--- src/rtl/hazard_stall_ctrl_pkg.sv ---
// hazard_stall_ctrl_pkg: shared timing encodings, mult/div latencies and FSM states
package hazard_stall_ctrl_pkg;
    localparam logic [1:0] T_0    = 2'd0;
    localparam logic [1:0] T_1    = 2'd1;
    localparam logic [1:0] T_2    = 2'd2;
    localparam logic [1:0] T_NONE = 2'd3;
    localparam int MULT_CYC_DEF = 5;
    localparam int DIV_CYC_DEF  = 10;
    typedef enum logic {IDLE = 1'b0, BUSY = 1'b1} md_state_t;
endpackage

--- src/rtl/md_busy_counter.sv ---
// md_busy_counter: mult/div busy scheduler that holds busy for the operation latency
// Ports: clk, reset (sync, active-high), start (accepted mult/div issue),
//        is_div (1 = div latency), busy (unit occupied)
import hazard_stall_ctrl_pkg::*;

module md_busy_counter #(
    parameter int MULT_CYC = MULT_CYC_DEF,
    parameter int DIV_CYC  = DIV_CYC_DEF,
    parameter int CNT_W    = 4
) (
    input  logic clk,
    input  logic reset,
    input  logic start,
    input  logic is_div,
    output logic busy
);
    md_state_t state;
    logic [CNT_W-1:0] cnt;

    // A start while BUSY is ignored; leaving at cnt==0 keeps the decrement from wrapping
    always_ff @(posedge clk) begin
        if (reset) begin
            state <= IDLE;
            cnt   <= '0;
        end else if (state == IDLE) begin
            if (start) begin
                state <= BUSY;
                cnt   <= is_div ? CNT_W'(DIV_CYC - 1) : CNT_W'(MULT_CYC - 1);
            end
        end else if (cnt == '0) begin
            state <= IDLE;
        end else begin
            cnt <= cnt - CNT_W'(1);
        end
    end

    assign busy = (state == BUSY);
endmodule

--- src/rtl/hazard_stall_ctrl.sv ---
// hazard_stall_ctrl: F/D hold, E bubble and flush control for the five-stage pipeline
// Ports: D_rs/D_rt/D_tuse_* (D operand needs), D_is_md, E_/M_wreg and tnew (producers),
//        md_start/md_is_div (mult/div issue in E), req (exception), outputs F_we, D_we,
//        E_clr, flush, md_busy
import hazard_stall_ctrl_pkg::*;

module hazard_stall_ctrl #(
    parameter int MULT_CYC = MULT_CYC_DEF,
    parameter int DIV_CYC  = DIV_CYC_DEF,
    parameter int CNT_W    = 4
) (
    input  logic       clk,
    input  logic       reset,
    input  logic [4:0] D_rs,
    input  logic [4:0] D_rt,
    input  logic [1:0] D_tuse_rs,
    input  logic [1:0] D_tuse_rt,
    input  logic       D_is_md,
    input  logic [4:0] E_wreg,
    input  logic [1:0] E_tnew,
    input  logic [4:0] M_wreg,
    input  logic [1:0] M_tnew,
    input  logic       md_start,
    input  logic       md_is_div,
    input  logic       req,
    output logic       F_we,
    output logic       D_we,
    output logic       E_clr,
    output logic       flush,
    output logic       md_busy
);
    logic hz_rs, hz_rt, hz_md, stall;

    // A start in a cycle with req belongs to a cancelled instruction
    md_busy_counter #(.MULT_CYC(MULT_CYC), .DIV_CYC(DIV_CYC), .CNT_W(CNT_W)) u_cnt (
        .clk   (clk),
        .reset (reset),
        .start (md_start & ~req),
        .is_div(md_is_div),
        .busy  (md_busy)
    );

    always_comb begin
        hz_rs = (D_rs != 5'd0) && ((D_rs == E_wreg && D_tuse_rs < E_tnew) ||
                                   (D_rs == M_wreg && D_tuse_rs < M_tnew));
        hz_rt = (D_rt != 5'd0) && ((D_rt == E_wreg && D_tuse_rt < E_tnew) ||
                                   (D_rt == M_wreg && D_tuse_rt < M_tnew));
        hz_md = D_is_md & (md_busy | md_start);
        stall = (hz_rs | hz_rt | hz_md) & ~req;
    end

    assign F_we  = ~stall;
    assign D_we  = ~stall;
    assign E_clr = stall;
    assign flush = req;
endmodule

--- config.mk ---
export PLATFORM = sky130hd
export DESIGN_NAME = hazard_stall_ctrl
export DESIGN_NICKNAME = d
export VERILOG_FILES = /design/src/rtl/hazard_stall_ctrl_pkg.sv /design/src/rtl/md_busy_counter.sv /design/src/rtl/hazard_stall_ctrl.sv
export SDC_FILE = /design/constraint.sdc
export NUM_CORES = 1
export LEC_CHECK = 0
export ABC_AREA = 0
export CAP_MARGIN = 15
export CORE_AREA = 2 2 39 41
export DETAILED_ROUTE_END_ITERATION = 16
export DIE_AREA = 0 0 41 43
export DONT_BUFFER_PORTS = 1
export PLACE_DENSITY = 0.67
export SKIP_CTS_REPAIR_TIMING = 1
export SYNTH_ARGS = -nofsm -noshare
export SYNTH_HDL_FRONTEND = slang
export SYNTH_SLANG_ARGS = --single-unit
--- constraint.sdc ---
create_clock -name clk -period 1.4 [get_ports clk]
set_input_delay 0.07 -clock clk [delete_from_list [all_inputs] [get_ports clk]]
set_output_delay 0.07 -clock clk [all_outputs]
set_load 0.01 [all_outputs]
Word level (Yosys, flattened, before mapping)
Index checks and enable logic that the tools add are counted.

word-level totals
  register bits after elaboration = 5
  bits of input ports = 34
  output and inout port bits = 5

operators by class
  add/sub/neg operators = 1
  magnitude comparators = 4
  eq/ne operators = 5
  mux-type cells = 7
  bitwise logic cells = 8
  reduce and logical (&&, ||, !) cells = 13

operators with widths
  operator               number
  $eq A5 B5 Y1           4
  $mux W4                4
  $reduce_bool A5 Y1     2
  $lt A2 B2 Y1           4
  $logic_and A1 B1 Y1    6
  $logic_not A4 Y1       1
  $sub A4 B1 Y4 const B  1
  $and A1 B1 Y1          3
  $mux W1                3
  $or A1 B1 Y1           3
  $logic_or A1 B1 Y1     2
  $ne A2 B2 Y1 const B   1
  $not A1 Y1             2
  $reduce_and A2 Y1      1
  $reduce_bool A2 Y1     1

Depth between registers and ports, before layout
  word-level depth = 8
  gate-level depth with buffers = 7
  gate-level depth less buffers = 6

Hierarchy
A second synthesis with hierarchy kept.

unflattened totals
  cell total of the unflattened synthesis = 87
  area total of the unflattened synthesis = 706.9 um^2

modules (own cells, without submodules)
  module             instances  cells an instance  area an instance (um^2)  seq. area each (um^2)
  hazard_stall_ctrl  1          53                 391.6                    0.0
  md_busy_counter    1          34                 315.3                    100.1

Worst setup path before layout
Ideal clock, no wire load.

  kind = input to output
  start = input D_rs[1]
  end = output F_we
  arrival = 1.209 ns
  required time = 1.330 ns
  setup slack = 0.121 ns
  stages = 5
  path through = or4_1 -> nor2_1 -> o22ai_1 -> a21oi_1 -> buf_4

on the way
  longest elaborated chain between the ends = 8

ends and longest elaborated chain
  item                                           RTL line                                          text
  start: declaration                             hazard_stall_ctrl.sv:14                           input logic [4:0] D_rs,
  $eq A5 B5 Y1, on equally long branches         hazard_stall_ctrl.sv:44, hazard_stall_ctrl.sv:45
  $logic_and A1 B1 Y1, on equally long branches  hazard_stall_ctrl.sv:44, hazard_stall_ctrl.sv:45
  $logic_or A1 B1 Y1                             hazard_stall_ctrl.sv:44                           hz_rs = (D_rs != 5'd0) && ((D_rs == E_wreg && D_tuse_rs < E_tnew) ||
  $logic_and A1 B1 Y1 *                          hazard_stall_ctrl.sv:44
  $or A1 B1 Y1 * (2 in a row)                    hazard_stall_ctrl.sv:49                           stall = (hz_rs | hz_rt | hz_md) & ~req;
  $and A1 B1 Y1 *                                hazard_stall_ctrl.sv:49
  $not A1 Y1 *                                   -
  end: declaration                               hazard_stall_ctrl.sv:26                           output logic F_we,

Every way passes the cells marked *; elsewhere a longest branch is shown, timed or not.

Worst setup path in the final report
  start = register u_cnt.state (netlist: u_cnt.busy)
  end = register u_cnt.cnt[0]

on the way
  longest elaborated chain between the ends = 2

ends and longest elaborated chain
  item                                                                 RTL line               text
  start: declaration                                                   md_busy_counter.sv:17  md_state_t state;
  start signal: assignment                                             md_busy_counter.sv:23  state <= IDLE;
  start signal: assignment                                             md_busy_counter.sv:27  state <= BUSY;
  start signal: assignment                                             md_busy_counter.sv:31  state <= IDLE;
  $ne A2 B2 Y1 (no line) / $reduce_bool A2 Y1 (equally long branches)  -
  $reduce_and A2 Y1 (no line)                                          -
  end signal: assignment                                               md_busy_counter.sv:28  cnt <= is_div ? CNT_W'(DIV_CYC - 1) : CNT_W'(MULT_CYC - 1);
  end signal: assignment                                               md_busy_counter.sv:33  cnt <= cnt - CNT_W'(1);
  end: declaration                                                     md_busy_counter.sv:18  logic [CNT_W-1:0] cnt;

Parallel ways exist; a longest one is shown, timed or not.
A chain may end at the register's enable or synchronous reset.

==> impl_metrics.py <==
metrics = {
    "clocking": {
        "cts-buffers-inserted": 3,
        "clk_pin_slew_ns": 0.04,
        "cts_tree": "yes",
        "clockBufferDepth": 2,
        "cts.sink_count": 5,
        "htree_levels": 1,
        "cts-root-buf": "clkbuf_4",
        "clock_latency_ns": 0.23,
    },
    "layout": {
        "stdcell_count": 107,
        "drive_gt1_share_pct": 14.29,
        "n_antenna_cell": 0,
        "post-route-util_pct": 54.34,
        "final_nets": 132,
        "area_delta_synth_final_pct": 9.273,
        "fillCellCount": 136,
    },
    "sta": {
        "worst_pin_slew_ns": 0.3433,
        "max_freq_mhz": 732.8,
        "relSlewSlack_pct": 77.08,
        "timing.hold.ws_ns": -0.1133,
        "fin_worst_skew_ns": 0.0006441,
        "final_max_slew_viol_count": 0,
        "finalHoldViolations": 5,
        "rsz0062_at_grt": "yes",
        "finalCriticalPeriod_ns": 1.365,
        "post-route-period-util_pct": 97.47,
        "setup_viol": 0,
    },
    "logic_synthesis": {
        "synth_edf_count": 0,
        "synth_area_leaders": "xor2_1 25%, dfxtp_1 15%, ha_1 11%",
        "yosysTopAreaCell": "xor2_1",
        "synth.area.mux_share_pct": 0,
        "avgSynthCellArea_um2": 7.910,
        "synthSimpleGateAreaFrac_pct": 21.82,
        "synth.distinct_cells": 28,
        "syn_nets": 127,
        "ys_seq_elements": 5,
        "async_flop_share_pct": 0,
        "synth_compound_area_share_pct": 19.64,
        "synth_top_family_by_area": "XOR/XNOR gates",
        "synth.most_common_cell": "xor2_1",
        "ys_seq_area_share_pct": 14.55,
        "synth_xor_area_share_pct": 25.45,
        "synthTopCellsByCount": "20 x xor2_1, 7 x inv_1, 7 x nor2_1, 6 x ha_1, 5 x dfxtp_1",
        "synth-adder-area-share_pct": 10.91,
        "synth_area_um2": 688.2,
        "synth_ff_type": "dfxtp_1",
        "synthCells": 87,
        "synth.top_cell.area_share_pct": 25.45,
        "ys_warn_count": 0,
    },
    "critical_path": {
        "path_class": "flop to flop",
        "worstSetupStartpoint": "u_cnt.busy$_SDFF_PP0_",
        "worstSetupStartpointType": "flop",
        "max_stage_delay_ns": 0.40,
        "worst-path-max-fanout": 8,
        "rr_worst_depth": 4,
        "r2r-start": "u_cnt.busy$_SDFF_PP0_",
        "cp_slowest_cell": "dfxtp_1",
        "path_buf_inv": 0,
        "arrival_ns": 1.53,
        "crit_family": "simple AND/OR/NAND/NOR gates",
        "r2r-end": "u_cnt.cnt[0]$_SDFFE_PP0P_",
        "required_ns": 1.57,
        "cp-end-kind": "flop",
        "rrSetupSlack_ns": 0.04,
        "crit_path_cell_trace": "nor3b_2 > a21oi_4 > or3_1 > a21oi_2",
    },
    "min_path": {
        "min_from": "reset",
        "min_to": "u_cnt.cnt[0]$_SDFFE_PP0P_",
        "holdPathStages": 1,
        "hold_class": "primary input to flop",
    },
    "global_routing": {
        "grt_antenna_before_repair": 0,
        "grt_overflow_total": 0,
        "grt.total_usage_pct": 18.78,
        "grt_max_degree": 9,
        "grt_pass1_wl_um": 2242,
        "grt_pass1_vias": 596,
    },
    "route": {
        "wl_um": 1560,
        "ant_nets": 0,
        "wl_per_cell_um": 14.58,
        "viasPerCell": 5.570,
        "firstDrtPassIters": 2,
        "num_vias": 596,
        "drt_iter0_markers": 3,
        "remaining_drc_errors": 0,
    },
    "floorplan": {
        "die_y_um": 43,
        "initial_core_util_pct": 49.73,
        "io_pins": 39,
        "fp-row-count": 14,
        "coreArea_mm2": 0.001384,
        "dieArea_mm2": 0.001763,
        "die_x_um": 41,
    },
    "placed_design": {
        "portBuffers": 0,
        "hpwlAfterDp_um": 1293,
        "place.gp.congestion": 0.6683,
        "numPlacedInstances": 103,
    },
    "run_status": {
        "outcome": "finished with violations",
        "violations": "negative hold slack",
    },
    "job": {
        "max-cap-violations": 0,
    },
    "pwr": {
        "ir_drop_mv": 0.4549,
        "power.density_mw_per_mm2": 640.4,
        "p_leak_nw": 0.3198,
    },
}
==> worst max path at each step <==
| stage | endpoint | slack [ns] | cells past startpoint |
|---|---|---|---|
| finish | u_cnt.cnt[0]$_SDFFE_PP0P_ | 0.04 | 4 |
| global route | u_cnt.cnt[0]$_SDFFE_PP0P_ | -0.05 | 4 |
| CTS | u_cnt.cnt[0]$_SDFFE_PP0P_ | -0.03 | 6 |
| detailed placement | u_cnt.cnt[0]$_SDFFE_PP0P_ | 0.005 | 6 |
| global placement | u_cnt.cnt[0]$_SDFFE_PP0P_ | 0.04 | 6 |
| floorplan | F_we | 0.12 | 5 |
==> final cells by class <==
class,count,area (um2),area share (%)
multi-input combinational,72,555.5,73.88
clock buffer,4,26.28,3.494
tap,16,20.02,2.662
inverter,7,26.28,3.494
sequential,5,101.3,13.48
timing repair buffer,3,22.52,2.995
==> state kept, by name, indices dropped and copies added (netlist names) <==
| name | cells |
|---|---|
| u_cnt.cnt | 4 |
| u_cnt.busy | 1 |
==> metal layers <==
metal	global-route usage, %	part of all wire (%)	vias to the layer above
met5	0	0	-
met4	10.00	0.77	0
met3	2.618	6.4	2
met2	35.00	59	19
met1	17.68	34	265
li1	-	-	310
==> power breakdown <==
part	switching [mW]	leakage, nW	internal [mW]
logic	0.0800	0.264	0.0788
clock network	0.0526	0.0150	0.107
registers	0.0105	0.0412	0.152
==> through the flow <==
stage | TNS (ns) | area [um2] | hold WS, ns | setup WS, ns | power [mW]
after detailed placement | 0 | 704.4 | 0.1401 | 0.005458 | 0.3122
after global routing | -0.05602 | 752.0 | -0.1336 | -0.04719 | 0.5247
after global placement | 0 | 704.4 | 0.1401 | 0.04402 | 0.3100
final | 0 | 752.0 | -0.1133 | 0.03535 | 0.4816
after CTS | -0.02716 | 730.7 | -0.1085 | -0.02716 | 0.4778
after floorplan | 0 | 688.2 | 0.1391 | 0.1212 | 0.2876
==> kinds of logic (layout without fill, tap and decap cells) <==
family / after synthesis / in the layout
fa+ha+maj: 6 / 6
compound gates: 20 / 20
simple gates: 26 / 26
flops: 5 / 5
xor+xnor: 20 / 20
buf+inv: 10 / 14
==> cell usage in the layout (no fill, tap or decap), types with 2 or more instances in the layout <==
cell type | Yosys | routed
inv_1 | 7 | 7
dfxtp_1 | 5 | 4
or2b_1 | 2 | 2
nor4_1 | 4 | 4
buf_4 | 2 | 3
nand2b_1 | 2 | 2
xor2_1 | 20 | 20
clkbuf_4 | 0 | 3
a211oi_1 | 4 | 4
nor2_1 | 7 | 7
a22oi_1 | 2 | 2
a21oi_1 | 4 | 3
ha_1 | 6 | 6
o21ai_0 | 3 | 3
nor2b_1 | 3 | 3
or4_1 | 2 | 2
Power figures use the tool's default switching activity.
